File: config.mk
export PLATFORM = sky130hd
export DESIGN_NAME = solution_writer
export DESIGN_NICKNAME = d
export VERILOG_FILES = /design/src/rtl/solution_writer.sv
export SDC_FILE = /design/constraint.sdc
export NUM_CORES = 1
export LEC_CHECK = 0
export ABC_AREA = 1
export BUFFER_PORTS_ARGS = -buffer_cell sky130_fd_sc_hd__clkbuf_2
export CORE_MARGIN = 4
export CORE_UTILIZATION = 45
export DETAILED_ROUTE_END_ITERATION = 8
export HOLD_SLACK_MARGIN = 0.03
export PLACE_DENSITY = 0.71
export SETUP_SLACK_MARGIN = 0.1
export SYNTH_ARGS = -nofsm -noshare
export SYNTH_HDL_FRONTEND = slang
export SYNTH_SLANG_ARGS = --single-unit
File: constraint.sdc
create_clock -name clk -period 4.12 [get_ports clk]
set_input_delay 0.206 -clock clk [delete_from_list [all_inputs] [get_ports clk]]
set_output_delay 0.206 -clock clk [all_outputs]
set_load 0.005 [all_outputs]
File: src/rtl/solution_writer.sv
// Solver solution stream to x/u result RAM writer (step-major addressing).
// Optional zero fill of unused horizon entries: define SOLUTION_WRITER_ZERO_FILL_EN.
module solution_writer #(
    parameter int STATE_DIM      = 12,
    parameter int INPUT_DIM      = 4,
    parameter int HORIZON        = 30,
    parameter int DATA_WIDTH     = 16,
    parameter int MEM_ADDR_WIDTH = 9
) (
    input  logic                      clk,
    input  logic                      rst_n,
    input  logic                      start,
    input  logic [31:0]               active_horizon,
    input  logic                      sol_valid,
    output logic                      sol_ready,
    input  logic                      sol_is_input,
    input  logic [DATA_WIDTH-1:0]     sol_data,
    output logic [MEM_ADDR_WIDTH-1:0] x_wraddress,
    output logic [DATA_WIDTH-1:0]     x_data_in,
    output logic                      x_wren,
    output logic [MEM_ADDR_WIDTH-1:0] u_wraddress,
    output logic [DATA_WIDTH-1:0]     u_data_in,
    output logic                      u_wren,
    output logic                      busy,
    output logic                      done,
    output logic                      tag_err
);
    localparam int MAX_DIM = (STATE_DIM > INPUT_DIM) ? STATE_DIM : INPUT_DIM;
    localparam int SW      = $clog2(HORIZON + 1);
    localparam int IW      = $clog2(MAX_DIM + 1);
    localparam int MAW     = MEM_ADDR_WIDTH;

`ifdef SOLUTION_WRITER_ZERO_FILL_EN
    typedef enum logic [2:0] {S_IDLE, S_X, S_U, S_FLUSH, S_ZFILL, S_DONE} state_t;
`else
    typedef enum logic [2:0] {S_IDLE, S_X, S_U, S_FLUSH, S_DONE} state_t;
`endif

    state_t              r_state, w_next;
    logic [SW-1:0]       r_n, r_step, w_n_clamped;
    logic [IW-1:0]       r_index;
    logic                r_sol_ready, r_tag_err;
    logic                r_x_wren, r_u_wren;
    logic [MAW-1:0]      r_x_addr, r_u_addr;
    logic [DATA_WIDTH-1:0] r_x_data, r_u_data;

    logic w_in_x, w_in_u, w_accept, w_tag_ok, w_take, w_dim_last, w_phase_last;
    logic [MAW-1:0] w_x_addr, w_u_addr;

    assign w_in_x       = (r_state == S_X);
    assign w_in_u       = (r_state == S_U);
    // start takes priority: a beat offered alongside start is dropped.
    assign w_accept     = sol_valid & r_sol_ready & ~start;
    assign w_tag_ok     = w_in_u ? sol_is_input : ~sol_is_input;
    assign w_take       = w_accept & w_tag_ok;
    assign w_dim_last   = w_in_u ? (r_index == IW'(INPUT_DIM - 1)) : (r_index == IW'(STATE_DIM - 1));
    assign w_phase_last = w_dim_last & (w_in_u ? (r_step == r_n - SW'(2)) : (r_step == r_n - SW'(1)));
    assign w_x_addr     = MAW'(r_step) * MAW'(STATE_DIM) + MAW'(r_index);
    assign w_u_addr     = MAW'(r_step) * MAW'(INPUT_DIM) + MAW'(r_index);

    always_comb begin
        if (active_horizon == 32'd0)
            w_n_clamped = SW'(1);
        else if (active_horizon > 32'(HORIZON))
            w_n_clamped = SW'(HORIZON);
        else
            w_n_clamped = SW'(active_horizon);
    end

`ifdef SOLUTION_WRITER_ZERO_FILL_EN
    localparam int X_DEPTH = HORIZON * STATE_DIM;
    localparam int U_DEPTH = (HORIZON - 1) * INPUT_DIM;
    logic [MAW:0] r_zx, r_zu;
    logic w_in_zf, w_zx_go, w_zu_go, w_zf_last;
    assign w_in_zf   = (r_state == S_ZFILL);
    assign w_zx_go   = r_zx < (MAW+1)'(X_DEPTH);
    assign w_zu_go   = r_zu < (MAW+1)'(U_DEPTH);
    assign w_zf_last = (r_zx + (MAW+1)'(1) >= (MAW+1)'(X_DEPTH))
                     & (r_zu + (MAW+1)'(1) >= (MAW+1)'(U_DEPTH));

    // Fill writes come straight from the fill counters so done follows the last one.
    always_ff @(posedge clk or negedge rst_n) begin
        if (!rst_n) begin
            r_zx <= '0;
            r_zu <= '0;
        end else if (r_state == S_FLUSH) begin
            r_zx <= (MAW+1)'(r_n) * (MAW+1)'(STATE_DIM);
            r_zu <= (MAW+1)'(r_n - SW'(1)) * (MAW+1)'(INPUT_DIM);
        end else if (w_in_zf) begin
            if (w_zx_go) r_zx <= r_zx + (MAW+1)'(1);
            if (w_zu_go) r_zu <= r_zu + (MAW+1)'(1);
        end
    end

    assign x_wren      = r_x_wren | (w_in_zf & w_zx_go);
    assign u_wren      = r_u_wren | (w_in_zf & w_zu_go);
    assign x_wraddress = w_in_zf ? r_zx[MAW-1:0] : r_x_addr;
    assign u_wraddress = w_in_zf ? r_zu[MAW-1:0] : r_u_addr;
    assign x_data_in   = w_in_zf ? '0 : r_x_data;
    assign u_data_in   = w_in_zf ? '0 : r_u_data;
    assign busy        = w_in_x | w_in_u | (r_state == S_FLUSH) | w_in_zf;
`else
    assign x_wren      = r_x_wren;
    assign u_wren      = r_u_wren;
    assign x_wraddress = r_x_addr;
    assign u_wraddress = r_u_addr;
    assign x_data_in   = r_x_data;
    assign u_data_in   = r_u_data;
    assign busy        = w_in_x | w_in_u | (r_state == S_FLUSH);
`endif

    assign sol_ready = r_sol_ready;
    assign done      = (r_state == S_DONE);
    assign tag_err   = r_tag_err;

    // NOTE: every output of a combinational block gets a default first, so no path infers a latch.
    always_comb begin
        w_next = r_state;
        if (start) begin
            w_next = S_X;
        end else begin
            case (r_state)
                S_X:     if (w_take && w_phase_last) w_next = (r_n > SW'(1)) ? S_U : S_FLUSH;
                S_U:     if (w_take && w_phase_last) w_next = S_FLUSH;
`ifdef SOLUTION_WRITER_ZERO_FILL_EN
                S_FLUSH: w_next = S_ZFILL;
                S_ZFILL: if (w_zf_last) w_next = S_DONE;
`else
                S_FLUSH: w_next = S_DONE;
`endif
                S_DONE:  w_next = S_IDLE;
                default: w_next = S_IDLE;
            endcase
        end
    end

    // NOTE: sequential state uses non-blocking assignments so every register samples pre-edge values.
    always_ff @(posedge clk or negedge rst_n) begin
        if (!rst_n) begin
            r_state     <= S_IDLE;
            r_sol_ready <= 1'b0;
            r_n         <= SW'(1);
            r_step      <= '0;
            r_index     <= '0;
            r_tag_err   <= 1'b0;
            r_x_wren    <= 1'b0;
            r_u_wren    <= 1'b0;
            r_x_addr    <= '0;
            r_u_addr    <= '0;
            r_x_data    <= '0;
            r_u_data    <= '0;
        end else begin
            r_state     <= w_next;
            r_sol_ready <= (w_next == S_X) || (w_next == S_U);
            r_x_wren    <= w_take & w_in_x;
            r_u_wren    <= w_take & w_in_u;
            if (w_take && w_in_x) begin
                r_x_addr <= w_x_addr;
                r_x_data <= sol_data;
            end
            if (w_take && w_in_u) begin
                r_u_addr <= w_u_addr;
                r_u_data <= sol_data;
            end
            if (start) begin
                r_n       <= w_n_clamped;
                r_step    <= '0;
                r_index   <= '0;
                r_tag_err <= 1'b0;
            end else begin
                if (w_accept && !w_tag_ok)
                    r_tag_err <= 1'b1;
                if (w_take) begin
                    if (w_phase_last) begin
                        r_step  <= '0;
                        r_index <= '0;
                    end else if (w_dim_last) begin
                        r_step  <= r_step + SW'(1);
                        r_index <= '0;
                    end else begin
                        r_index <= r_index + IW'(1);
                    end
                end
            end
        end
    end
endmodule

==> flow_summary.yaml <==
outcome:
  outcome: "complete, no violations"
min_path:
  holdPathEnd: "u_data_in[13]"
  min-delay-start: "sol_data[13]"
  whs_path_depth: 3
  hp-class: "primary input to flip-flop"
critical_path:
  crit_buf_inv: 2
  cp_max_fo: 40
  worstPathArrival_ns: 2.71
  rr_endpoint: "x_wraddress[8]"
  worstSetupEndpointType: "flip-flop"
  path_cells: "nor2_2, nand2_2, or2_1, nand3_2, nor2_1, buf_4, inv_1, o21ai_0"
  critPathRequiredTime_ns: 4.31
  path_delay_family: "buffers and inverters"
  reg2reg_setup_slack_ns: 1.60
  worstReg2RegStart: "r_state[2]"
  r2r_cells: 8
  cp-start-kind: "flip-flop"
  crit_type: "flip-flop to flip-flop"
  cpMaxStageDelayCell: "inv_1"
  cpPeakStageDelay_ns: 0.71
sta:
  slew_viol_final: 0
  setup_violations: 0
  min_period_ns: 2.52
  fin_worst_skew_ns: 0.00508
  hold_viol: 0
  fmax_mhz: 396
  tightestPinTransition_ns: 0.967
  final.setup.tns_ns: 0
  max-slew-margin-rel_pct: 35.5
  rsz0062_at_grt: "no"
  timing.hold.ws_ns: 0.0828
  fin_crit_sh_pct: 61.3
power_and_ir_drop:
  ir_drop_mv: 0.180
  power.leakage_nw: 2.43
  pwr_density_cell_nw_per_um2: 408
logic_synthesis:
  synth_cells: 417
  yosys_warnings: 0
  synth_fp_nets: 487
  synth_fa_ha_area_share_pct: 6.55
  synth-seq-cells: 70
  synth_edf_count: 0
  async_flop_share_pct: 100
  synth_compound_area_share_pct: 9.20
  syn_area_sq_um: 3590
  synth_top_family_by_area: "simple AND/OR/NAND/NOR gates"
  ys.flop_type: "dfrtp_1"
  post_synth_num_cell_types: 40
  synth.avg_cell_area_sq_um: 8.61
  synthMuxAreaShare_pct: 0
  yosysSeqAreaShare_pct: 48.8
  synth_xor_area_share_pct: 3.90
  synth-simple-area-share_pct: 24.8
clock_network:
  clk_latency_ns: 0.34
  cts_tree: "yes"
  cts_buffers: 9
  clk_root_buffer_cell: "clkbuf_8"
  clkTransAtPathRegs_ns: 0.08
  clock_sinks: 70
  htree_num_levels: 3
  cts_buffer_depth: 2
  postCtsSetupBuffers: 0
  cts_resized: 0
place:
  hpwl_mm: 6.17
  portBuffers: 107
  gp_congestion: 0.888
global_route:
  grt_overflow: 0
  grt_antenna_before_repair: 0
  grt_use_total_pct: 17.4
  grt_max_degree: 45
  grt_pass1_wl_mm: 13.6
  grt_pass1_vias: 2946
floorplanning:
  ios: 109
  initial_core_util_pct: 46.5
  placeableCoreArea_sq_um: 7730
  rows: 32
  dieArea_sq_um: 9470
  die_h_um: 97.3
  die_w_um: 97.3
finish:
  layout_common_cells: "nand2_1 (132), clkbuf_2 (106), dfrtp_1 (69)"
  ff_latch_area_sq_um: 1750
  drive_above_1_share_pct: 28.2
  antenna_cells: 0
  syn2layout_area_growth_pct: 24.0
  layout_commonest_cell: "nand2_1"
  final_nets: 596
  multi_input_area_sq_um: 1600
  num-fill-cells: 728
drt:
  drt_iter0_markers: 119
  viasPerCell: 4.85
  wl_per_cell_um: 12.3
  drc: 0
  antenna_left: 0
  vias: 3069
  drt-total-wl_mm: 7.77
  dr.pass1.iters: 4
flow_run:
  maxCapViolCount: 0
where the power goes:
part           internal [mW]  switching, mW
registers              0.752         0.0589
clock network          0.404          0.266
logic                  0.148          0.186
final cells by class:
| class | instances | area share, % |
|---|---|---|
| sequential | 70 | 39.4 |
| multi-input combinational | 292 | 36.0 |
| timing repair buffer | 111 | 12.8 |
| inverter | 42 | 3.54 |
| tap | 102 | 2.87 |
| clock buffer | 9 | 2.78 |
| clock inverter | 7 | 2.70 |
stage by stage:
| step | total power, mW | utilization, % | instances | setup slack, ns | instance area (sq um) |
|---|---|---|---|---|---|
| 3_5_place_dp | 1.16 | 54.3 | 616 | 1.56 | 4200 |
| 2_1_floorplan | 1.02 | - | 417 | 2.17 | 3590 |
| 4_1_cts | 1.84 | 57.6 | 633 | 1.55 | 4450 |
| 3_3_place_gp | 1.15 | 54.3 | 616 | 1.65 | 4200 |
| 6_report | 1.81 | 57.6 | 633 | 1.60 | 4450 |
| 5_1_grt | 1.93 | 57.6 | 633 | 1.29 | 4450 |
synth_stat cells (5+ instances only):
| cell type | number | area [sq um] |
|---|---|---|
| a21oi_1 | 7 | 35.0 |
| buf_2 | 6 | 30.0 |
| dfrtp_1 | 69 | 1730 |
| ha_1 | 14 | 175 |
| inv_1 | 38 | 143 |
| nand2_1 | 132 | 495 |
| nand2_2 | 6 | 37.5 |
| nand3_1 | 18 | 90.1 |
| nand4_1 | 5 | 31.3 |
| nor2_1 | 12 | 45.0 |
| nor4_1 | 6 | 37.5 |
| o21ai_0 | 41 | 205 |
| xnor2_1 | 5 | 43.8 |
| xor2_1 | 11 | 96.3 |
cell families after synthesis:
logic type,Yosys count
buffers and inverters,55
flip-flops,70
XOR/XNOR,16
AO/OA/AOI/OAI,59
other,1
adder cells (fa/ha/maj),17
AND/OR/NAND/NOR,199
worst register-to-register path, delay by kind of cell, from the launching register on:
family | cells | cell delay [ns]
DFF | 1 | 0.43
and+or+nand+nor | 5 | 0.84
AOI/OAI and AO/OA | 1 | 0.22
buffers and inverters | 2 | 0.88
layer usage:
metal | track usage [%] | part of all wire [%] | vias to the layer above
met5 | 0 | 0 | -
met4 | 6.92 | 1.8 | 0
met3 | 3.73 | 6.6 | 13
met2 | 27.2 | 45 | 95
met1 | 23.6 | 47 | 1404
li1 | - | - | 1557
registers in the layout, indices dropped and copies added (netlist names):
signal and cells:
sol_ready 1, x_wren 1, r_step 5, u_data_in 16, u_wraddress 8, r_index 4, tag_err 1, x_wraddress 9
r_n 5, r_state 3, x_data_in 16, u_wren 1
how the worst max path moves through the flow:
stage	end	depth (start not counted)	slack, ns	startpoint
after global routing	x_data_in[0]	9	1.29	r_state[2]
final	x_wraddress[8]	8	1.60	r_state[2]
after floorplan	x_wraddress[8]	7	2.17	r_step[1]
after detailed placement	x_wraddress[8]	8	1.56	r_state[2]
after global placement	x_wraddress[7]	8	1.65	r_state[2]
after CTS	x_wraddress[8]	8	1.55	r_state[2]
what timing repair did:
item | in CTS | in global routing
hold buffers | 1 | 0
setup endpoints to repair | 0 | 0
endpoints found under the hold margin | 10 | 0
Note: power is estimated with default switching activity, not from simulation.
